--- src/rtl/pyth_trip_pkg.sv ---
// Shared types, widths and helpers for the pyth_trip error trip/peak block.
package pyth_trip_pkg;

    // Sample sequencing: one shared squarer is walked over I, then Q, then the result is judged.
    typedef enum logic [1:0] {
        IDLE = 2'd0,
        SQ_I = 2'd1,
        SQ_Q = 2'd2,
        CMP  = 2'd3
    } state_t;

    localparam int MAG_W = 8;
    localparam int SQ_W  = 11;
    localparam int SUM_W = 12;
    localparam int CNT_W = 8;

    // |x| of a 9-bit signed value, saturated to 8 bits (-256 becomes 255).
    function automatic logic [MAG_W-1:0] abs_sat(input logic [8:0] x);
        logic [8:0] a;
        a = x[8] ? (~x + 9'd1) : x;
        return a[8] ? {MAG_W{1'b1}} : a[MAG_W-1:0];
    endfunction

endpackage

--- src/rtl/pyth_trip_square.sv ---
// Combinational squarer: sq = round(v*v / 32), 8-bit in, 11-bit out (max 2032).
module square (
    input  logic [7:0]  v,
    output logic [10:0] sq
);

    logic [15:0] prod;

    // Full product plus half an LSB of the output, then drop the five fractional bits.
    always_comb begin
        prod = 16'(v) * 16'(v);
        sq   = 11'((prod + 16'd16) >> 5);
    end

endmodule

--- src/rtl/pyth_trip.sv ---
// pyth_trip: I/Q error magnitude-squared, run-length trip and peak hold.
// Optional build macro PYTH_TRIP_OVERRUN_EN compiles in sticky overrun detection;
// without it the overrun port is tied low and strobes arriving while busy are dropped silently.
//
// Handshake: strobe is a fire-and-forget valid with no ready; a strobe is accepted only
// when busy is low (state IDLE). A strobe seen while busy is discarded and never queued.
module pyth_trip
    import pyth_trip_pkg::*;
#(
    parameter int TRIP_COUNT = 1
) (
    input  logic        clk,
    input  logic        rst,
    input  logic        strobe,
    input  logic [8:0]  err_i,
    input  logic [8:0]  err_q,
    input  logic [11:0] threshold,
    input  logic        trip_clear,
    input  logic        peak_clear,
    output logic        busy,
    output logic [11:0] mag2,
    output logic        mag2_valid,
    output logic        trip,
    output logic [11:0] peak,
    output logic        overrun
);

    state_t             state;
    state_t             state_next;
    logic [MAG_W-1:0]   mag_i;
    logic [MAG_W-1:0]   mag_q;
    logic [MAG_W-1:0]   sq_in;
    logic [SQ_W-1:0]    sq;
    logic [SUM_W-1:0]   acc;
    logic [CNT_W-1:0]   cnt;
    logic [CNT_W-1:0]   cnt_new;
    logic               trip_hit;

    // Next-state: a fixed four-step walk started by an accepted strobe.
    always_comb begin
        state_next = state;
        case (state)
            IDLE:    if (strobe) state_next = SQ_I;
            SQ_I:    state_next = SQ_Q;
            SQ_Q:    state_next = CMP;
            CMP:     state_next = IDLE;
            default: state_next = IDLE;
        endcase
    end

    // State register; busy is registered so it is glitch-free and equals (state != IDLE).
    always_ff @(posedge clk or posedge rst) begin
        if (rst) begin
            state <= IDLE;
            busy  <= 1'b0;
        end else begin
            state <= state_next;
            busy  <= (state_next != IDLE);
        end
    end

    // Single squarer shared over both components; the state picks which magnitude feeds it.
    always_comb begin
        sq_in = (state == SQ_Q) ? mag_q : mag_i;
    end

    square u_square (
        .v  (sq_in),
        .sq (sq)
    );

    // Capture magnitudes on an accepted strobe and accumulate the two squares.
    always_ff @(posedge clk or posedge rst) begin
        if (rst) begin
            mag_i <= '0;
            mag_q <= '0;
            acc   <= '0;
        end else begin
            if (state == IDLE && strobe) begin
                mag_i <= abs_sat(err_i);
                mag_q <= abs_sat(err_q);
            end
            if (state == SQ_I) acc <= SUM_W'(sq);
            if (state == SQ_Q) acc <= acc + SUM_W'(sq);
        end
    end

    // Run counter candidate for this CMP: saturating increment when over threshold, else restart.
    always_comb begin
        cnt_new = '0;
        if (acc > threshold) begin
            cnt_new = (cnt == {CNT_W{1'b1}}) ? cnt : cnt + 1'b1;
        end
        trip_hit = (cnt_new == CNT_W'(TRIP_COUNT));
    end

    // Result, run counter, trip and peak; a CMP update takes priority over a coincident clear.
    always_ff @(posedge clk or posedge rst) begin
        if (rst) begin
            mag2       <= '0;
            mag2_valid <= 1'b0;
            cnt        <= '0;
            trip       <= 1'b0;
            peak       <= '0;
        end else begin
            mag2_valid <= (state == CMP);
            if (state == CMP) begin
                mag2 <= acc;
                cnt  <= cnt_new;
            end else if (trip_clear) begin
                cnt  <= '0;
            end
            if (state == CMP && trip_hit) begin
                trip <= 1'b1;
            end else if (trip_clear) begin
                trip <= 1'b0;
            end
            if (state == CMP) begin
                if (peak_clear || acc > peak) peak <= acc;
            end else if (peak_clear) begin
                peak <= '0;
            end
        end
    end

`ifdef PYTH_TRIP_OVERRUN_EN
    // Sticky flag for strobes that arrive while a sample is in flight; a new drop beats a clear.
    always_ff @(posedge clk or posedge rst) begin
        if (rst) begin
            overrun <= 1'b0;
        end else if (strobe && state != IDLE) begin
            overrun <= 1'b1;
        end else if (trip_clear) begin
            overrun <= 1'b0;
        end
    end
`else
    assign overrun = 1'b0;
`endif

endmodule

--- config.mk ---
export PLATFORM = sky130hd
export DESIGN_NAME = pyth_trip
export DESIGN_NICKNAME = d
export VERILOG_FILES = /design/src/rtl/pyth_trip_pkg.sv /design/src/rtl/pyth_trip_square.sv /design/src/rtl/pyth_trip.sv
export SDC_FILE = /design/constraint.sdc
export NUM_CORES = 1
export LEC_CHECK = 0
export CORE_ASPECT_RATIO = 2
export CORE_UTILIZATION = 53
export DETAILED_ROUTE_END_ITERATION = 7
export PLACE_DENSITY = 0.83
export SLEW_MARGIN = 10
export SYNTH_ARGS = -nofsm -noshare
export SYNTH_HDL_FRONTEND = slang
export SYNTH_SLANG_ARGS = --single-unit
--- constraint.sdc ---
create_clock -name clk -period 6.8 [get_ports clk]
set_input_delay 1.02 -clock clk [delete_from_list [all_inputs] [get_ports clk]]
set_output_delay 1.02 -clock clk [all_outputs]
set_load 0.02 [all_outputs]
# After elaboration in Yosys (flattened, before gate mapping)
# Cells that the tools add are included.
# W data, S select, Z words.
[op_classes] n_mux=18 multipliers=1 addsub=5 n_eq_ne=6 n_lt_le_gt_ge=2 reduce_logical=10 bitwise=2
[op_table] cell="$mux W12" n=5
[op_table] cell="$mux W8" n=7
[op_table] cell="$gt A12 B12 Y1" n=2
[op_table] cell="$add A9 B1 Y9 const B" n=2
[op_table] cell="$mux W9" n=2
[op_table] cell="$not A9 Y9" n=2
[op_table] cell="$add A16 B5 Y16 const B" n=1
[op_table] cell="$mul A8 B8 Y16" n=1
[op_table] cell="$add A12 B11 Y12" n=1
[op_table] cell="$reduce_bool A2 Y1" n=5
[op_table] cell="$add A8 B1 Y8 const B" n=1
[op_table] cell="$eq A8 B1 Y1 const B" n=1
[op_table] cell="$eq A8 B8 Y1 const B" n=1
[op_table] cell="$pmux W2 S4" n=1
[op_table] cell="$eq A2 B2 Y1 const B" n=2
[op_table] cell="$eq A2 B1 Y1 const B" n=1
[op_table] cell="$logic_and A1 B1 Y1" n=2
[op_table] cell="$logic_not A2 Y1" n=1
[op_table] cell="$mux W1" n=2
[op_table] cell="$mux W2" n=1
[op_table] cell="$ne A2 B1 Y1 const B" n=1
[op_table] cell="$reduce_and A2 Y1" n=1
[op_table] cell="$logic_or A1 B1 Y1" n=1
[totals] out_inout_bits=28 in_bits=35 ff_bits=65

# Longest topological paths before layout
[logic_depth] depth_word=6 depth_mapped=26 depth_no_buf=25

# By module
# From an unflattened synthesis, not the netlist that was laid out.
[hier_totals] hier_cells=657 hier_area_um2=5949.5
[by_module_without_submodules] module="pyth_trip" cells_each=469 n_inst=1 area_each_um2=4290.4
[by_module_without_submodules] module="square" cells_each=188 n_inst=1 area_each_um2=1659.1

# Least setup slack after synthesis
# Ideal clock, no wire load.
[synth_timing] path_type="register to register" startpoint="register state[0]" endpoint="register acc[11]" setup_slack_ps=222 n_path_buf=1 setup_time_ps=104 stages_incl_launch_ff=26 arrival_time_ps=6474 cell_sequence="dfrtp_1 inv_1 ha_1 buf_2 mux2i_1 or2_1 inv_1 fa_1 fa_1 fa_1 inv_1 fa_1 inv_1 ha_1 a21o_1 or3_1 nor3_1 o21ai_1 nand2b_1 xnor2_1 ha_1 a21oi_1 o22ai_1 a311o_1 a211o_1 o311ai_1"
[synth_via] elab_chain_len=6 elab_cells_between_ends=8 classes_between="add/sub: 2; mul: 1; eq/ne: 2; mux: 2; reduce/logical: 1"
[synth_rtl] item="start, declared" line="pyth_trip.sv:28" source="state_t state;"
[synth_rtl] item="start signal, assigned" line="pyth_trip.sv:57" source="state <= state_next;"
[synth_rtl] item="$eq A2 B2 Y1" line="pyth_trip.sv:64, pyth_trip.sv:84"
[synth_rtl] item="$mux W8" line="pyth_trip.sv:64" source="sq_in = (state == SQ_Q) ? mag_q : mag_i;"
[synth_rtl] item="$mul A8 B8 Y16" line="pyth_trip_square.sv:11" source="prod = 16'(v) * 16'(v);"
[synth_rtl] item="$add A16 B5 Y16" line="pyth_trip_square.sv:12" source="sq = 11'((prod + 16'd16) >> 5);"
[synth_rtl] item="$add A12 B11 Y12" line="pyth_trip.sv:84" source="if (state == SQ_Q) acc <= acc + SUM_W'(sq);"
[synth_rtl] item="$mux W12" line="pyth_trip.sv:84"
[synth_rtl] item="end signal, assigned" line="pyth_trip.sv:83" source="if (state == SQ_I) acc <= SUM_W'(sq);"
[synth_rtl] item="end signal, assigned" line="pyth_trip.sv:84"
[synth_rtl] item="end, declared" line="pyth_trip.sv:34" source="logic [SUM_W-1:0] acc;"
# Parallel ways exist; a longest one is shown, timed or not.
# A chain may end at the register's enable or synchronous reset.

# Final worst setup path
# Ends and elaborated chain as after synthesis.

==> results <==
- The run finished with clean final reports.
- During placement, the flow inserted port buffers numbering 61.
- The total via count after detailed routing is 5646.
- Setup violations remaining at the end of the flow were counted as 0.
- The highest net fanout along the worst path is 7.
- CTS placed an instance of clkbuf_16 at the clock tree root.
- In this run the worst hold path is classified as reg -> reg.
- The register-to-register setup slack is 0.23 ns.
- For this run, the post-layout net count is 932.
- The cell area after synthesis is 6150 µm².
- The cell count after synthesis came out at 740.
- For the pin with the worst max-slew slack, the measured transition is roughly 1.1 ns.
- The hold path depth is 2.
- The worst register-to-register path begins at state[0]$_DFF_PP0_.
- In the routed design, unresolved DRC markers number 0.
- The area of the core is around 11000 µm².
- The repair_antennas step left the layout with diodes totalling 0.
- The maximum operating frequency is 152 MHz.
- After synthesis, flip-flops and latches occupy a little over a quarter of the total area.
- The count of nets left with antenna violations once routing finished came out at 0.
- The data required time of the critical path is a little over 7 ns.
- At the later pin of the worst-skew pair, clock insertion delay measures 0.34 ns.
- The sum of routed wire length over all layers is 15600 µm.
- The async set-or-reset flop fraction in the synthesized netlist is 100%.
- The first routing iteration left 195 violations.
- The total number of H-tree levels is 3.
- The number of failing hold endpoints at the final stage is 0.
- The total die area is 12100 µm².
- The element type at the critical path end is a flop.
- The via count of the first global-routing pass was 5923.
- The largest net degree at the start of global routing is 66.
- The number of gates resized after CTS was 0.
- STA classifies the critical path startpoint as a flop.
- The critical path class is reg -> reg.
- After clock tree synthesis, the clock-pin slew on the worst setup and hold paths is around 0.06 ns.
- The synthesis-stage register bit count is 65.
- The terminating pin of the worst hold path is mag_q[6]$_DFFE_PP0P_.
- Max-cap violations in this run came to 0.
- The ratio of cells with drive above 1 in the final layout is 5.83%.
- The count of pins over their slew limit is 0.
- Summed over all nets, the half-perimeter wirelength after detailed placement is 12200 µm.
- The worst register-to-register path ends at acc[11]$_DFFE_PP0P_.
- The number of buffers on the longest clock path is 2.
- Hold timing on the final database bottoms out at a slack of a little over 0.5 ns.
- The data arrival time of the worst path is 6.81 ns.
- The flip-flop cell with the highest count after synthesis is dfrtp_1.
- The detail-routed via count per cell is 5.96.
- Measured along the x axis, the die boundary spans 78.1 µm.
- The first-pass GRT wire length is between 20000 and 30000 µm.
- The overflow left after global routing is 0.
- The TritonCTS clock tree is done.
- For this run, the detailed router's first-pass iteration total came to 5.
- The quantity of hold-fixing buffers added after cts is 0.
- Yosys mapped a number of flops with a built-in enable equal to 0.
- In this run the count of I/O pins placed on the die edge is 63.
- The depth of the worst register-to-register path is 27.
- The average cell area after synthesis is around 8.3 µm².
- The placer congestion estimate is 0.910.
- The number of antenna violations at the first check in global routing is 0.
- The synthesis-to-finish area growth is 18.1%.
- The average wire length per cell after detail routing is 16.5 µm.
- The hold path startpoint is mag_q[6]$_DFFE_PP0P_.
- Across every metal layer, demand over resource in global routing totals 27.5%.
- The net count of the mapped netlist is 871.
- The smallest clock period supported by the final layout is computed as 6.57 ns.
- CTS saw 65 sinks.
- The number of setup buffers added after CTS is 0.
- Headroom to the max-slew limit came out at 29.2%.
- The TritonCTS buffer count is 9.
- The count of standard-cell rows is 55.
- On the final layout, the worst clock skew is 0.00942 ns.
- The Yosys step of the flow raised 0 warnings.
- The worst path uses 96.6% of the clock period.
- Once the floorplan was initialized, standard cells occupied approximately 54% of the core.
- The floorplan die height is 154 µm.
- The number of library cell types mapped by synthesis is 60.
[critical path, stage by stage (launching register included)]
cell and delay (ns):
dfrtp_1 0.39, inv_1 0.14, ha_4 0.23, buf_4 0.16
mux2i_1 0.34, buf_4 0.21, nor2_1 0.04, ha_1 0.29
inv_1 0.06, fa_1 0.54, inv_1 0.05, fa_1 0.47
inv_1 0.05, fa_1 0.53, inv_1 0.04, ha_1 0.38
nand3_1 0.18, a2111oi_2 0.37, nor3_2 0.10, o21ai_1 0.26
nand2b_1 0.10, xnor2_1 0.13, ha_1 0.36, a21oi_1 0.19
o22ai_1 0.11, a311o_1 0.35, a211o_1 0.30, o311ai_1 0.08
[layout make-up]
| cell class | instances | area (µm²) |
|---|---|---|
| Fill cell | 936 | 4030 |
| Tap cell | 142 | 178 |
| Sequential cell | 65 | 1630 |
| Multi-Input combinational cell | 549 | 4060 |
| Clock inverter | 6 | 67.6 |
| Inverter | 100 | 375 |
| Timing Repair Buffer | 76 | 723 |
| Clock buffer | 10 | 229 |
[stage by stage]
step | cells | setup TNS (ns) | instance area, µm² | setup WS, ns | utilization, %
CTS | 947 | 0 | 7220 | 0.0560 | 64.0
floorplan | 740 | 0 | 6150 | 0.222 | -
detailed placement | 931 | 0 | 6920 | 0.0526 | 61.4
global placement | 931 | 0 | 6920 | 0.205 | 61.4
finish | 948 | 0 | 7260 | 0.229 | 64.3
global route | 948 | -0.00717 | 7260 | -0.00717 | 64.3
[Yosys cell counts (all sizes together) (2+ instances only)]
cell	count	area [µm²]
a2111oi	4	42.5
nand2	47	176
buf	8	47.5
a21o	8	60.1
a211o	2	17.5
xor2	17	149
inv	100	375
a22oi	2	15.0
nand2b	10	62.6
and3	3	23.8
or3	7	43.8
a21oi	53	265
ha	70	876
xnor2	16	140
nand3	39	195
or2	6	37.5
o22ai	3	18.8
nor3	8	40.0
a32oi	13	114
o311ai	3	26.3
a221o	3	30.0
mux2i	17	170
nand4	10	62.6
o31ai	4	30.0
fa	26	521
o21ai	46	234
nor2	88	330
and2	2	12.5
nor2b	7	43.8
o21a	5	37.5
a31oi	8	56.3
dfrtp	65	1630
o21bai	2	15.0
clkbuf	18	67.6
o211ai	6	45.0
a21boi	2	15.0
[sequential cells by signal, summed over array words and instances (netlist names)]
register and count:
acc 12, busy 1, cnt 8, mag2 12
mag2_valid 1, mag_i 8, mag_q 8, peak 12
state 2, trip 1
[cell usage in the layout, fill, tap and decap left out, drive strengths merged, types with 10 or more instances in the layout]
cell type      Yosys  routed
nor2              88      88
fa                26      26
a32oi             13      13
mux2i             17      17
nand2             47      47
clkdlybuf4s50      0      61
buf                8      15
nand2b            10      10
xor2              17      17
inv              100     101
a21oi             53      53
ha                70      70
o21ai             46      46
xnor2             16      16
dfrtp             65      65
nand4             10      10
nand3             39      39
clkbuf            18      10
[per-layer routing]
layer / track usage (%) / wire, µm / vias up
met4: 19.0 / 866 / 0
met1: 25.0 / 5290 / 2740
met2: 53.9 / 9000 / 171
li1: - / - / 2669
met5: 0 / 0 / -
met3: 3.48 / 484 / 66
[logic make-up after synthesis]
group                      share of synthesized area [%]
and+or+nand+nor                                     17.3
AOI/OAI and AO/OA                                   18.0
buffers and inverters                               7.98
adders and majority gates                           22.7
DFF                                                 26.5
xor gates and xnor gates                            4.70
muxes                                               2.77
other                                             0.0610
[worst max-delay path by stage]
stage / start / to / slack, ns / depth (start not counted)
floorplan: state[0]$_DFF_PP0_ / acc[11]$_DFFE_PP0P_ / 0.22 / 25
global placement: state[0]$_DFF_PP0_ / acc[11]$_DFFE_PP0P_ / 0.20 / 23
detailed placement: state[0]$_DFF_PP0_ / acc[11]$_DFFE_PP0P_ / 0.05 / 23
CTS: state[0]$_DFF_PP0_ / acc[11]$_DFFE_PP0P_ / 0.06 / 27
global route: state[0]$_DFF_PP0_ / acc[10]$_DFFE_PP0P_ / -0.007 / 25
finish: state[0]$_DFF_PP0_ / acc[11]$_DFFE_PP0P_ / 0.23 / 27
Power is not shown: default switching activity piles up to over one toggle a cycle in this logic, so the estimate is an artifact.
